[config.mk]
export PLATFORM = sky130hd
export DESIGN_NAME = ser_tx_arbiter_flat
export DESIGN_NICKNAME = d
export VERILOG_FILES = /design/src/rtl/bus_pkg.sv /design/src/rtl/ser_tx_arbiter_if.sv /design/src/rtl/ser_tx_arbiter_rr_arbiter.sv /design/src/rtl/ser_tx_arbiter.sv /design/src/flat_wrapper.sv
export SDC_FILE = /design/constraint.sdc
export NUM_CORES = 1
export LEC_CHECK = 0
export BUFFER_PORTS_ARGS = -buffer_cell sky130_fd_sc_hd__buf_2
export CORE_MARGIN = 5
export CORE_UTILIZATION = 47
export CTS_BUF_LIST = sky130_fd_sc_hd__clkbuf_4
export CTS_CLUSTER_DIAMETER = 80
export CTS_CLUSTER_SIZE = 28
export DETAILED_ROUTE_END_ITERATION = 7
export GPL_TIMING_DRIVEN = 0
export PLACE_DENSITY = 0.83
export SYNTH_ARGS = -nofsm -noshare
export SYNTH_HDL_FRONTEND = slang
export SYNTH_SLANG_ARGS = --single-unit
[constraint.sdc]
create_clock -name clk_i -period 3.79 [get_ports clk_i]
set_clock_uncertainty 0.05 [all_clocks]
set_input_delay 0.1895 -clock clk_i [delete_from_list [all_inputs] [get_ports clk_i]]
set_output_delay 0.1895 -clock clk_i [all_outputs]
set_load 0.01 [all_outputs]
[src/rtl/bus_pkg.sv]
// Shared bus types: serial frame layout, command codes, frame parity and arbiter state encoding.
package bus_pkg;

    typedef enum logic [1:0] {
        CMD_WRITE          = 2'd0,
        CMD_READ           = 2'd1,
        CMD_SPLIT_START    = 2'd2,
        CMD_SPLIT_CONTINUE = 2'd3
    } cmd_e;

    typedef struct packed {
        logic        start;
        cmd_e        cmd;
        logic [13:0] addr;
        logic [7:0]  data;
        logic        parity;
        logic        stop;
    } serial_frame_t;

    typedef enum logic [1:0] {
        ARB_IDLE   = 2'd0,
        ARB_LAUNCH = 2'd1,
        ARB_WAIT   = 2'd2,
        ARB_GAP    = 2'd3
    } arb_state_e;

    // Even parity over the payload: the bit makes cmd+addr+data+parity carry an even count of ones.
    function automatic logic calc_parity(input cmd_e cmd, input logic [13:0] addr, input logic [7:0] data);
        return ^{cmd, addr, data};
    endfunction

endpackage

[src/rtl/ser_tx_arbiter_if.sv]
// Request, serializer and completion signals of ser_tx_arbiter; slave = arbiter, master = its environment.
interface ser_tx_arbiter_if
    import bus_pkg::*;
#(
    parameter int NUM_REQ = 4
);
    localparam int IDW = $clog2(NUM_REQ);

    logic [NUM_REQ-1:0]       req_valid_i;
    logic [NUM_REQ-1:0]       req_ready_o;
    cmd_e [NUM_REQ-1:0]       req_cmd_i;
    logic [NUM_REQ-1:0][13:0] req_addr_i;
    logic [NUM_REQ-1:0][7:0]  req_data_i;
    logic                     ser_start_o;
    serial_frame_t            ser_frame_o;
    logic                     ser_busy_i;
    logic                     ser_done_i;
    logic                     cpl_valid_o;
    logic [IDW-1:0]           cpl_id_o;
    logic                     cpl_err_o;
    logic                     busy_o;

    modport slave (
        input  req_valid_i, req_cmd_i, req_addr_i, req_data_i, ser_busy_i, ser_done_i,
        output req_ready_o, ser_start_o, ser_frame_o, cpl_valid_o, cpl_id_o, cpl_err_o, busy_o
    );

    modport master (
        output req_valid_i, req_cmd_i, req_addr_i, req_data_i, ser_busy_i, ser_done_i,
        input  req_ready_o, ser_start_o, ser_frame_o, cpl_valid_o, cpl_id_o, cpl_err_o, busy_o
    );

endinterface

[src/rtl/ser_tx_arbiter_rr_arbiter.sv]
// Combinational round-robin pick: first set req bit after last_grant, wrapping; pointer lives in the parent.
module rr_arbiter #(
    parameter int N   = 4,
    parameter int IDW = $clog2(N)
) (
    input  logic [N-1:0]   req_i,
    input  logic [IDW-1:0] last_grant_i,
    output logic [IDW-1:0] grant_o,
    output logic           grant_valid_o
);

    logic [IDW-1:0] idx;

    // Walk offsets from farthest to nearest so the nearest requester overwrites last.
    always_comb begin
        grant_o       = last_grant_i;
        grant_valid_o = 1'b0;
        idx           = '0;
        for (int i = N; i >= 1; i--) begin
            idx = IDW'((int'(last_grant_i) + i) % N);
            if (req_i[idx]) begin
                grant_o       = idx;
                grant_valid_o = 1'b1;
            end
        end
    end

endmodule

[src/rtl/ser_tx_arbiter.sv]
// Round-robin share of one serializer; request-to-start 1 clk, holds off while ser_busy_i, GAP idle after each frame.
// SER_ARB_TIMEOUT_EN adds a WAIT watchdog that completes with cpl_err_o after TIMEOUT_CYCLES.
module ser_tx_arbiter
    import bus_pkg::*;
#(
    parameter int NUM_REQ        = 4,
    parameter int GAP_CYCLES     = 2,
    parameter int TIMEOUT_CYCLES = 256
) (
    input  logic            clk_i,
    input  logic            rst_i,
    ser_tx_arbiter_if.slave bus
);

    localparam int IDW = $clog2(NUM_REQ);
    localparam int GW  = $clog2(GAP_CYCLES + 2);

    if (NUM_REQ < 2 || NUM_REQ > 8) begin : g_bad_num_req
        $error("ser_tx_arbiter: NUM_REQ must be 2..8");
    end
    if (GAP_CYCLES < 0 || TIMEOUT_CYCLES < 1) begin : g_bad_timing
        $error("ser_tx_arbiter: GAP_CYCLES must be >= 0 and TIMEOUT_CYCLES >= 1");
    end

    arb_state_e         state_q, state_d;
    logic [IDW-1:0]     grant_q, grant_d;
    logic [IDW-1:0]     last_q, last_d;
    serial_frame_t      frame_q, frame_d;
    logic               start_q, start_d;
    logic [NUM_REQ-1:0] ready_q, ready_d;
    logic               cpl_valid_q, cpl_valid_d;
    logic [IDW-1:0]     cpl_id_q, cpl_id_d;
    logic [GW-1:0]      gap_q, gap_d;
    logic [IDW-1:0]     arb_g;
    logic               arb_vld;

`ifdef SER_ARB_TIMEOUT_EN
    localparam int TW = $clog2(TIMEOUT_CYCLES + 1);
    logic [TW-1:0] tmo_q, tmo_d;
    logic          cpl_err_q, cpl_err_d;
`endif

    rr_arbiter #(.N(NUM_REQ), .IDW(IDW)) u_rr (
        .req_i         (bus.req_valid_i),
        .last_grant_i  (last_q),
        .grant_o       (arb_g),
        .grant_valid_o (arb_vld)
    );

    always_comb begin
        state_d     = state_q;
        grant_d     = grant_q;
        last_d      = last_q;
        frame_d     = frame_q;
        start_d     = 1'b0;
        ready_d     = '0;
        cpl_valid_d = 1'b0;
        cpl_id_d    = cpl_id_q;
        gap_d       = gap_q;
`ifdef SER_ARB_TIMEOUT_EN
        tmo_d       = tmo_q;
        cpl_err_d   = 1'b0;
`endif
        case (state_q)
            ARB_IDLE: begin
                if (arb_vld && !bus.ser_busy_i) begin
                    grant_d        = arb_g;
                    frame_d.start  = 1'b1;
                    frame_d.cmd    = bus.req_cmd_i[arb_g];
                    frame_d.addr   = bus.req_addr_i[arb_g];
                    frame_d.data   = bus.req_data_i[arb_g];
                    frame_d.parity = calc_parity(bus.req_cmd_i[arb_g], bus.req_addr_i[arb_g],
                                                 bus.req_data_i[arb_g]);
                    frame_d.stop   = 1'b1;
                    start_d        = 1'b1;
                    ready_d        = NUM_REQ'(1) << arb_g;
                    state_d        = ARB_LAUNCH;
                end
            end
            ARB_LAUNCH: begin
                last_d  = grant_q;
                state_d = ARB_WAIT;
`ifdef SER_ARB_TIMEOUT_EN
                tmo_d   = '0;
`endif
            end
            ARB_WAIT: begin
                if (bus.ser_done_i) begin
                    cpl_valid_d = 1'b1;
                    cpl_id_d    = grant_q;
                    if (GAP_CYCLES > 0) begin
                        gap_d   = GW'(GAP_CYCLES);
                        state_d = ARB_GAP;
                    end else begin
                        state_d = ARB_IDLE;
                    end
`ifdef SER_ARB_TIMEOUT_EN
                end else if (tmo_q == TW'(TIMEOUT_CYCLES - 1)) begin
                    cpl_valid_d = 1'b1;
                    cpl_err_d   = 1'b1;
                    cpl_id_d    = grant_q;
                    gap_d       = GW'(GAP_CYCLES);
                    state_d     = ARB_GAP;
                end else begin
                    tmo_d = tmo_q + 1'b1;
`endif
                end
            end
            ARB_GAP: begin
                if (gap_q <= GW'(1)) begin
                    state_d = ARB_IDLE;
                end else begin
                    gap_d = gap_q - 1'b1;
                end
            end
            default: state_d = ARB_IDLE;
        endcase
    end

    // last_q starts at NUM_REQ-1 so requester 0 wins the first arbitration.
    always_ff @(posedge clk_i or posedge rst_i) begin
        if (rst_i) begin
            state_q     <= ARB_IDLE;
            grant_q     <= '0;
            last_q      <= IDW'(NUM_REQ - 1);
            frame_q     <= '0;
            start_q     <= 1'b0;
            ready_q     <= '0;
            cpl_valid_q <= 1'b0;
            cpl_id_q    <= '0;
            gap_q       <= '0;
        end else begin
            state_q     <= state_d;
            grant_q     <= grant_d;
            last_q      <= last_d;
            frame_q     <= frame_d;
            start_q     <= start_d;
            ready_q     <= ready_d;
            cpl_valid_q <= cpl_valid_d;
            cpl_id_q    <= cpl_id_d;
            gap_q       <= gap_d;
        end
    end

`ifdef SER_ARB_TIMEOUT_EN
    always_ff @(posedge clk_i or posedge rst_i) begin
        if (rst_i) begin
            tmo_q     <= '0;
            cpl_err_q <= 1'b0;
        end else begin
            tmo_q     <= tmo_d;
            cpl_err_q <= cpl_err_d;
        end
    end
    assign bus.cpl_err_o = cpl_err_q;
`else
    assign bus.cpl_err_o = 1'b0;
`endif

    assign bus.req_ready_o = ready_q;
    assign bus.ser_start_o = start_q;
    assign bus.ser_frame_o = frame_q;
    assign bus.cpl_valid_o = cpl_valid_q;
    assign bus.cpl_id_o    = cpl_id_q;
    assign bus.busy_o      = (state_q != ARB_IDLE);

endmodule

[src/flat_wrapper.sv]
// flat-port wrapper written by rule: the top's interface ports become plain ports
module ser_tx_arbiter_flat import bus_pkg::*;
#(
    parameter int NUM_REQ        = 4,
    parameter int GAP_CYCLES     = 2,
    parameter int TIMEOUT_CYCLES = 256
)
  (clk_i, rst_i, bus_req_valid_i, bus_req_cmd_i, bus_req_addr_i, bus_req_data_i, bus_ser_busy_i, bus_ser_done_i, bus_req_ready_o, bus_ser_start_o, bus_ser_frame_o, bus_cpl_valid_o, bus_cpl_id_o, bus_cpl_err_o, bus_busy_o);
  ser_tx_arbiter_if #(.NUM_REQ(NUM_REQ)) bus_i ();
  input  logic clk_i;
  input  logic rst_i;
  input wire logic [$bits(bus_i.req_valid_i)-1:0] bus_req_valid_i;
  input wire logic [$bits(bus_i.req_cmd_i)-1:0] bus_req_cmd_i;
  input wire logic [$bits(bus_i.req_addr_i)-1:0] bus_req_addr_i;
  input wire logic [$bits(bus_i.req_data_i)-1:0] bus_req_data_i;
  input wire logic [$bits(bus_i.ser_busy_i)-1:0] bus_ser_busy_i;
  input wire logic [$bits(bus_i.ser_done_i)-1:0] bus_ser_done_i;
  output wire logic [$bits(bus_i.req_ready_o)-1:0] bus_req_ready_o;
  output wire logic [$bits(bus_i.ser_start_o)-1:0] bus_ser_start_o;
  output wire logic [$bits(bus_i.ser_frame_o)-1:0] bus_ser_frame_o;
  output wire logic [$bits(bus_i.cpl_valid_o)-1:0] bus_cpl_valid_o;
  output wire logic [$bits(bus_i.cpl_id_o)-1:0] bus_cpl_id_o;
  output wire logic [$bits(bus_i.cpl_err_o)-1:0] bus_cpl_err_o;
  output wire logic [$bits(bus_i.busy_o)-1:0] bus_busy_o;
  assign bus_i.req_valid_i = bus_req_valid_i;
  assign bus_i.req_cmd_i = bus_req_cmd_i;
  assign bus_i.req_addr_i = bus_req_addr_i;
  assign bus_i.req_data_i = bus_req_data_i;
  assign bus_i.ser_busy_i = bus_ser_busy_i;
  assign bus_i.ser_done_i = bus_ser_done_i;
  assign bus_req_ready_o = bus_i.req_ready_o;
  assign bus_ser_start_o = bus_i.ser_start_o;
  assign bus_ser_frame_o = bus_i.ser_frame_o;
  assign bus_cpl_valid_o = bus_i.cpl_valid_o;
  assign bus_cpl_id_o = bus_i.cpl_id_o;
  assign bus_cpl_err_o = bus_i.cpl_err_o;
  assign bus_busy_o = bus_i.busy_o;
  ser_tx_arbiter #(.NUM_REQ(NUM_REQ), .GAP_CYCLES(GAP_CYCLES), .TIMEOUT_CYCLES(TIMEOUT_CYCLES)) u_core (.clk_i(clk_i), .rst_i(rst_i), .bus(bus_i));
endmodule
# == Word-level counts from Yosys, hierarchy flattened ==
# Cells that the tools add are included.
# totals
word_cells,77
output_inout_bits,37
input_bits,104
regBits,42
# op_classes
eq_ne,7
n_lt_le_gt_ge,6
add_sub_neg,5
mux,35
shift,1
reduce_logical,10
# op_table
cell,count
14-bit binary-select mux with 2-bit select,1
24-bit XOR reduction,1
2-bit 2-to-1 mux,10
8-bit binary-select mux with 2-bit select,1
2-bit by 3-bit < comparator with 1-bit output (second input constant),5
14-bit 2-to-1 mux,1
1-bit 2-to-1 mux,12
1-bit binary-select mux with 2-bit select,4
4-bit 2-to-1 mux,2
8-bit 2-to-1 mux,1
2-bit one-hot mux with 4 select lines,1
3-bit AND reduction,2
2-bit by 1-bit adder with 2-bit output (second input constant),2
2-bit adder (second input constant),2
2-bit binary-select mux with 2-bit select,1
2-bit == test (second input constant),2
2-bit by 1-bit != test with 1-bit output (second input constant),2
2-bit != test (second input constant),2
2-bit one-hot mux with 2 select lines,1
2-bit AND reduction,2
2-bit nonzero test,2
1-bit by 2-bit left shift with 4-bit output (first input constant),1
2-bit by 1-bit == test with 1-bit output (second input constant),1
2-bit by 1-bit <= comparator with 1-bit output (second input constant),1
4 further kinds,4

# == Depth between registers and ports, before layout ==
# logic_depth
ltp_word,10
mapped_depth,12
mapped_depth_nobuf,10

# == Cells and area by module ==
# From an unflattened synthesis, not the netlist that was laid out.
# hier_totals
cells_unflattened,238
area_unflattened_um2,2588.7
# modules_own_cells
module,instances,area_per_inst_um2,cells_per_inst,seq_area_each_um2
ser_tx_arbiter,1,2506.2,224,1053.5
rr_arbiter,1,82.6,14,0.0

# == Worst setup path after synthesis ==
# OpenSTA, ideal clock, no wires.
# synth_path
path_kind,register -> register
start,register u_core.last_q[1]
end,register u_core.frame_q (netlist bit u_core.bus.ser_frame_o[1])
setup_ns,0.125
t_arrival_ns,2.533
synth_period_minus_slack_ns,2.708
slack_ns,1.082
path_stages_with_launch,12
required_ns,3.615
cell_sequence,dfstp_2 -> nand2b_1 -> a21o_1 -> and3_4 -> buf_4 -> a21oi_1 -> a22o_1 -> xnor2_2 -> xnor2_1 -> xnor2_2 -> xnor3_1 -> mux2_4
# synth_via
elab_chain_len,10
# synth_lines
item,line_no,rtl
from (decl),ser_tx_arbiter.sv:27,"logic [IDW-1:0] last_q, last_d;"
from (signal assigned),ser_tx_arbiter.sv:125,last_q <= IDW'(NUM_REQ - 1);
from (signal assigned),ser_tx_arbiter.sv:135,last_q <= last_d;
2-bit by 1-bit adder with 2-bit output,ser_tx_arbiter_rr_arbiter.sv:20,idx = IDW'((int'(last_grant_i) + i) % N);
1-bit binary-select mux with 2-bit select,ser_tx_arbiter_rr_arbiter.sv:21,if (req_i[idx]) begin
1-bit 2-to-1 mux (not written as such),ser_tx_arbiter_rr_arbiter.sv:21,
2-bit 2-to-1 mux (4 in series),ser_tx_arbiter_rr_arbiter.sv:21,
"8-bit binary-select mux with 2-bit select, or another cell as far along",ser_tx_arbiter.sv:73,bus.req_data_i[arb_g]);
"8-bit 2-to-1 mux (not written as such), or another cell as far along",ser_tx_arbiter.sv:73,
24-bit XOR reduction,bus_pkg.sv:29,"return ^{cmd, addr, data};"
to (signal assigned),ser_tx_arbiter.sv:136,frame_q <= frame_d;
to (decl),ser_tx_arbiter.sv:28,"serial_frame_t frame_q, frame_d;"
# Parallel ways exist; a longest one is shown, timed or not. The select of a mux whose other input is x is not followed.
# A chain may end at the register's enable or synchronous reset.

# == Worst setup path after layout ==
# Same ends and word-level chain as after synthesis.

==> flow_metrics.py <==
metrics = {
    "floorplanning": {
        "start_util_pct": 48.75,
        "fp.dieW_um": 86.04,
        "die_h_um": 86.04,
        "die_area_um2": 7403,
        "ioPinCount": 141,
        "rows": 27,
        "coreArea_um2": 5574,
    },
    "synthesis": {
        "syn_nets": 379,
        "ys_types": 39,
        "syn_area_per_cell_um2": 10.07,
        "syn_area_um2": 2718,
        "synth_area_leaders": "dfrtp_1, mux2i_1, nand2_1, a22o_1, mux2_2",
        "seq_area_frac_synth_pct": 38.77,
        "synthCells": 270,
        "synth_top_area_cell": "dfrtp_1",
        "synth_top_area_share_pct": 36.83,
        "yosysWarnings": 0,
        "synth-seq-cells": 42,
    },
    "timing": {
        "hold_violations": 0,
        "slew-limit-headroom_pct": 41.31,
        "drv_slew": 0,
        "max_freq_mhz": 321.5,
        "setup_viol": 0,
        "worstMarginPinSlew_ns": 0.8790,
        "fin_crit_ns": 3.111,
        "tns_ns": 0,
        "worst_slack_ns": 0.6793,
        "fin_crit_sh_pct": 82.08,
        "grt_setup_unrepaired": "no",
    },
    "placed_design": {
        "port_buffers": 139,
        "dp.final_hpwl_mm": 6.296,
        "post-place-ws_ns": 0.6631,
        "routabilityCongestion": 0.8126,
    },
    "routing": {
        "ant_nets": 0,
        "wirelength_mm": 7.973,
        "vias": 2565,
        "drtIter0Drc": 91,
        "via_per_inst": 5.235,
        "wl_per_cell_um": 16.27,
        "drt_first_pass_iters": 4,
        "drc": 0,
    },
    "setup_path": {
        "path_delay_family": "XOR/XNOR gates",
        "r2r-end": "u_core.bus.ser_frame_o[1]",
        "cp_cell_sequence": "o311ai_2, buf_2, buf_6, mux2i_1, xnor2_1, xnor2_1, xnor2_1, xnor3_1, mux2_4",
        "r2r_start": "u_core.last_q[1]",
        "crit_type": "register to register",
        "critPathMostFrequentCell": "xnor2_1",
        "r2r_slack_ns": 0.68,
        "worstPathRequired_ns": 4.01,
        "critPathMaxFanout": 10,
        "cp_slowest_cell": "o311ai_2",
        "crit_path_end_kind": "register",
        "worstPathArrival_ns": 3.33,
        "crit_buf_inv": 2,
        "rr_worst_depth": 9,
        "cpPeakStageDelay_ns": 0.69,
        "worstSetupStartpointType": "register",
    },
    "worst_hold_path": {
        "hold_end": "u_core.bus.cpl_valid_o",
        "hp-start": "bus_ser_done_i",
        "hold_class": "input port to register",
        "holdPathStages": 3,
    },
    "clock_network": {
        "clkSlewWorstSetupHoldPaths_ns": 0.14,
        "root_buffer": "clkbuf_4",
        "cts.sinks": 42,
        "insertion_delay_ns": 0.36,
        "cts_setup_buffers": 0,
        "cts_made_buffers": 5,
        "cts_buffer_depth": 2,
        "cts_tree": "done",
        "htreeDepth": 2,
    },
    "pwr": {
        "irDropWorstVdd_v": 0.0007277,
        "power_density_nw_per_um2": 949.5,
        "leakage_nw": 1.927,
    },
    "final_layout": {
        "fillers": 485,
        "diodes": 0,
        "final_nets": 526,
        "multi_input_area_um2": 1516,
        "syn2layout_area_growth_pct": 31.45,
        "ff_latch_area_um2": 1054,
        "drive_gt1_share_pct": 44.02,
    },
    "run": {
        "drv_cap": 0,
    },
    "outcome": {
        "status": "completed",
    },
    "global_route": {
        "track_usage_pct": 21.71,
        "antenna_found_initial": 0,
        "overflow": 0,
        "grt_pass1_wl_mm": 12.70,
        "grt_max_degree": 43,
        "grt_pass1_vias": 2616,
    },
}
-- synth_stat cells (all sizes together) --
cell type,number
a21o,2
a21oi,17
a22o,16
and3,3
buf,14
clkbuf,4
conb,1
dfrtp,40
dfstp,2
ha,5
inv,8
mux2,13
mux2i,40
nand2,39
nand2b,3
nand3,1
nand3b,2
nor2,4
nor2b,2
nor3,4
nor4,1
o21a,1
o21ai,21
o22ai,1
o311ai,1
o32a,1
o41ai,1
or2,1
xnor2,17
xnor3,1
xor2,4
-- layout make-up --
type	instances	area share, %
clock inverter	2	0.3853
buffer	18	3.292
tap	72	2.522
multi-input combinational	202	42.45
timing repair buffer	140	19.75
inverter	8	0.8406
clock buffer	6	1.261
sequential	42	29.49
-- worst max-delay path by stage --
stage                     startpoint  depth (start not counted)                        end  slack [ns]
global route        u_core.last_q[1]                          9  u_core.bus.ser_frame_o[1]        0.41
finish              u_core.last_q[1]                          9  u_core.bus.ser_frame_o[1]        0.68
CTS                 u_core.last_q[1]                          9  u_core.bus.ser_frame_o[1]        0.66
global placement    u_core.last_q[1]                          9  u_core.bus.ser_frame_o[1]        0.72
detailed placement  u_core.last_q[1]                          9  u_core.bus.ser_frame_o[1]        0.66
floorplan           u_core.last_q[1]                         11  u_core.bus.ser_frame_o[1]        1.08
-- worst min-delay path, cell delays in order --
cell and delay, ns:
buf_2 0.09, nand2_1 0.09, inv_1 0.09
-- flip-flops by register name, summed over array words and instances, names as in the netlist --
| signal | count |
|---|---|
| u_core.bus.cpl_id_o | 2 |
| u_core.state_q | 2 |
| u_core.bus.req_ready_o | 4 |
| u_core.grant_q | 2 |
| u_core.bus.ser_start_o | 1 |
| u_core.last_q | 2 |
| u_core.bus.ser_frame_o | 26 |
| u_core.gap_q | 2 |
| u_core.bus.cpl_valid_o | 1 |
-- metrics by stage --
step	hold WS, ns	instances	power (mW)	utilization, %	area (µm²)
2_1_floorplan	0.3127	270	2.603	-	2718
4_1_cts	0.06228	490	3.422	64.09	3572
5_1_grt	0.04970	490	3.658	64.09	3572
3_5_place_dp	0.3804	481	3.178	62.85	3503
6_report	0.08002	490	3.392	64.09	3572
3_3_place_gp	0.4081	481	3.099	62.85	3503
-- layer usage --
metal	global-route usage, %	part of all wire, %
met5	0	0
met4	8.058	1.5
met3	4.707	8.5
met2	39.10	52
met1	24.98	38
-- kinds of logic (layout without fill, tap and decap cells) --
| group | count (synthesis) | after routing | synth area share (%) |
|---|---|---|---|
| AO/OA/AOI/OAI | 61 | 61 | 14.78 |
| AND/OR/NAND/NOR | 60 | 60 | 9.898 |
| multiplexers | 53 | 53 | 20.26 |
| flip-flops | 42 | 42 | 38.77 |
| buffers and inverters | 26 | 174 | 5.432 |
| XOR/XNOR | 22 | 22 | 8.425 |
| adder cells (fa/ha/maj) | 5 | 5 | 2.302 |
| other | 1 | 1 | 0.1380 |
-- power breakdown --
part / internal, mW / switching, mW
logic: 1.26 / 1.13
clock network: 0.0802 / 0.152
registers: 0.653 / 0.116
-- placed cells by master, fill, tap and decap left out, drive strengths merged, types with 4 or more instances in the layout --
master and count:
buf 153, mux2i 40, o21ai 21, a21oi 17, nand2 39, dfrtp 40, ha 5, mux2 13
inv 8, clkbuf 10, a22o 16, nor2 4, xor2 4, xnor2 17, nor3 4
-- repair_timing --
item	CTS	global route
hold buffers	1	0
gates resized for setup	0	0
endpoints found under the hold margin	40	0
No activity file was read; power rests on OpenSTA's default activity.
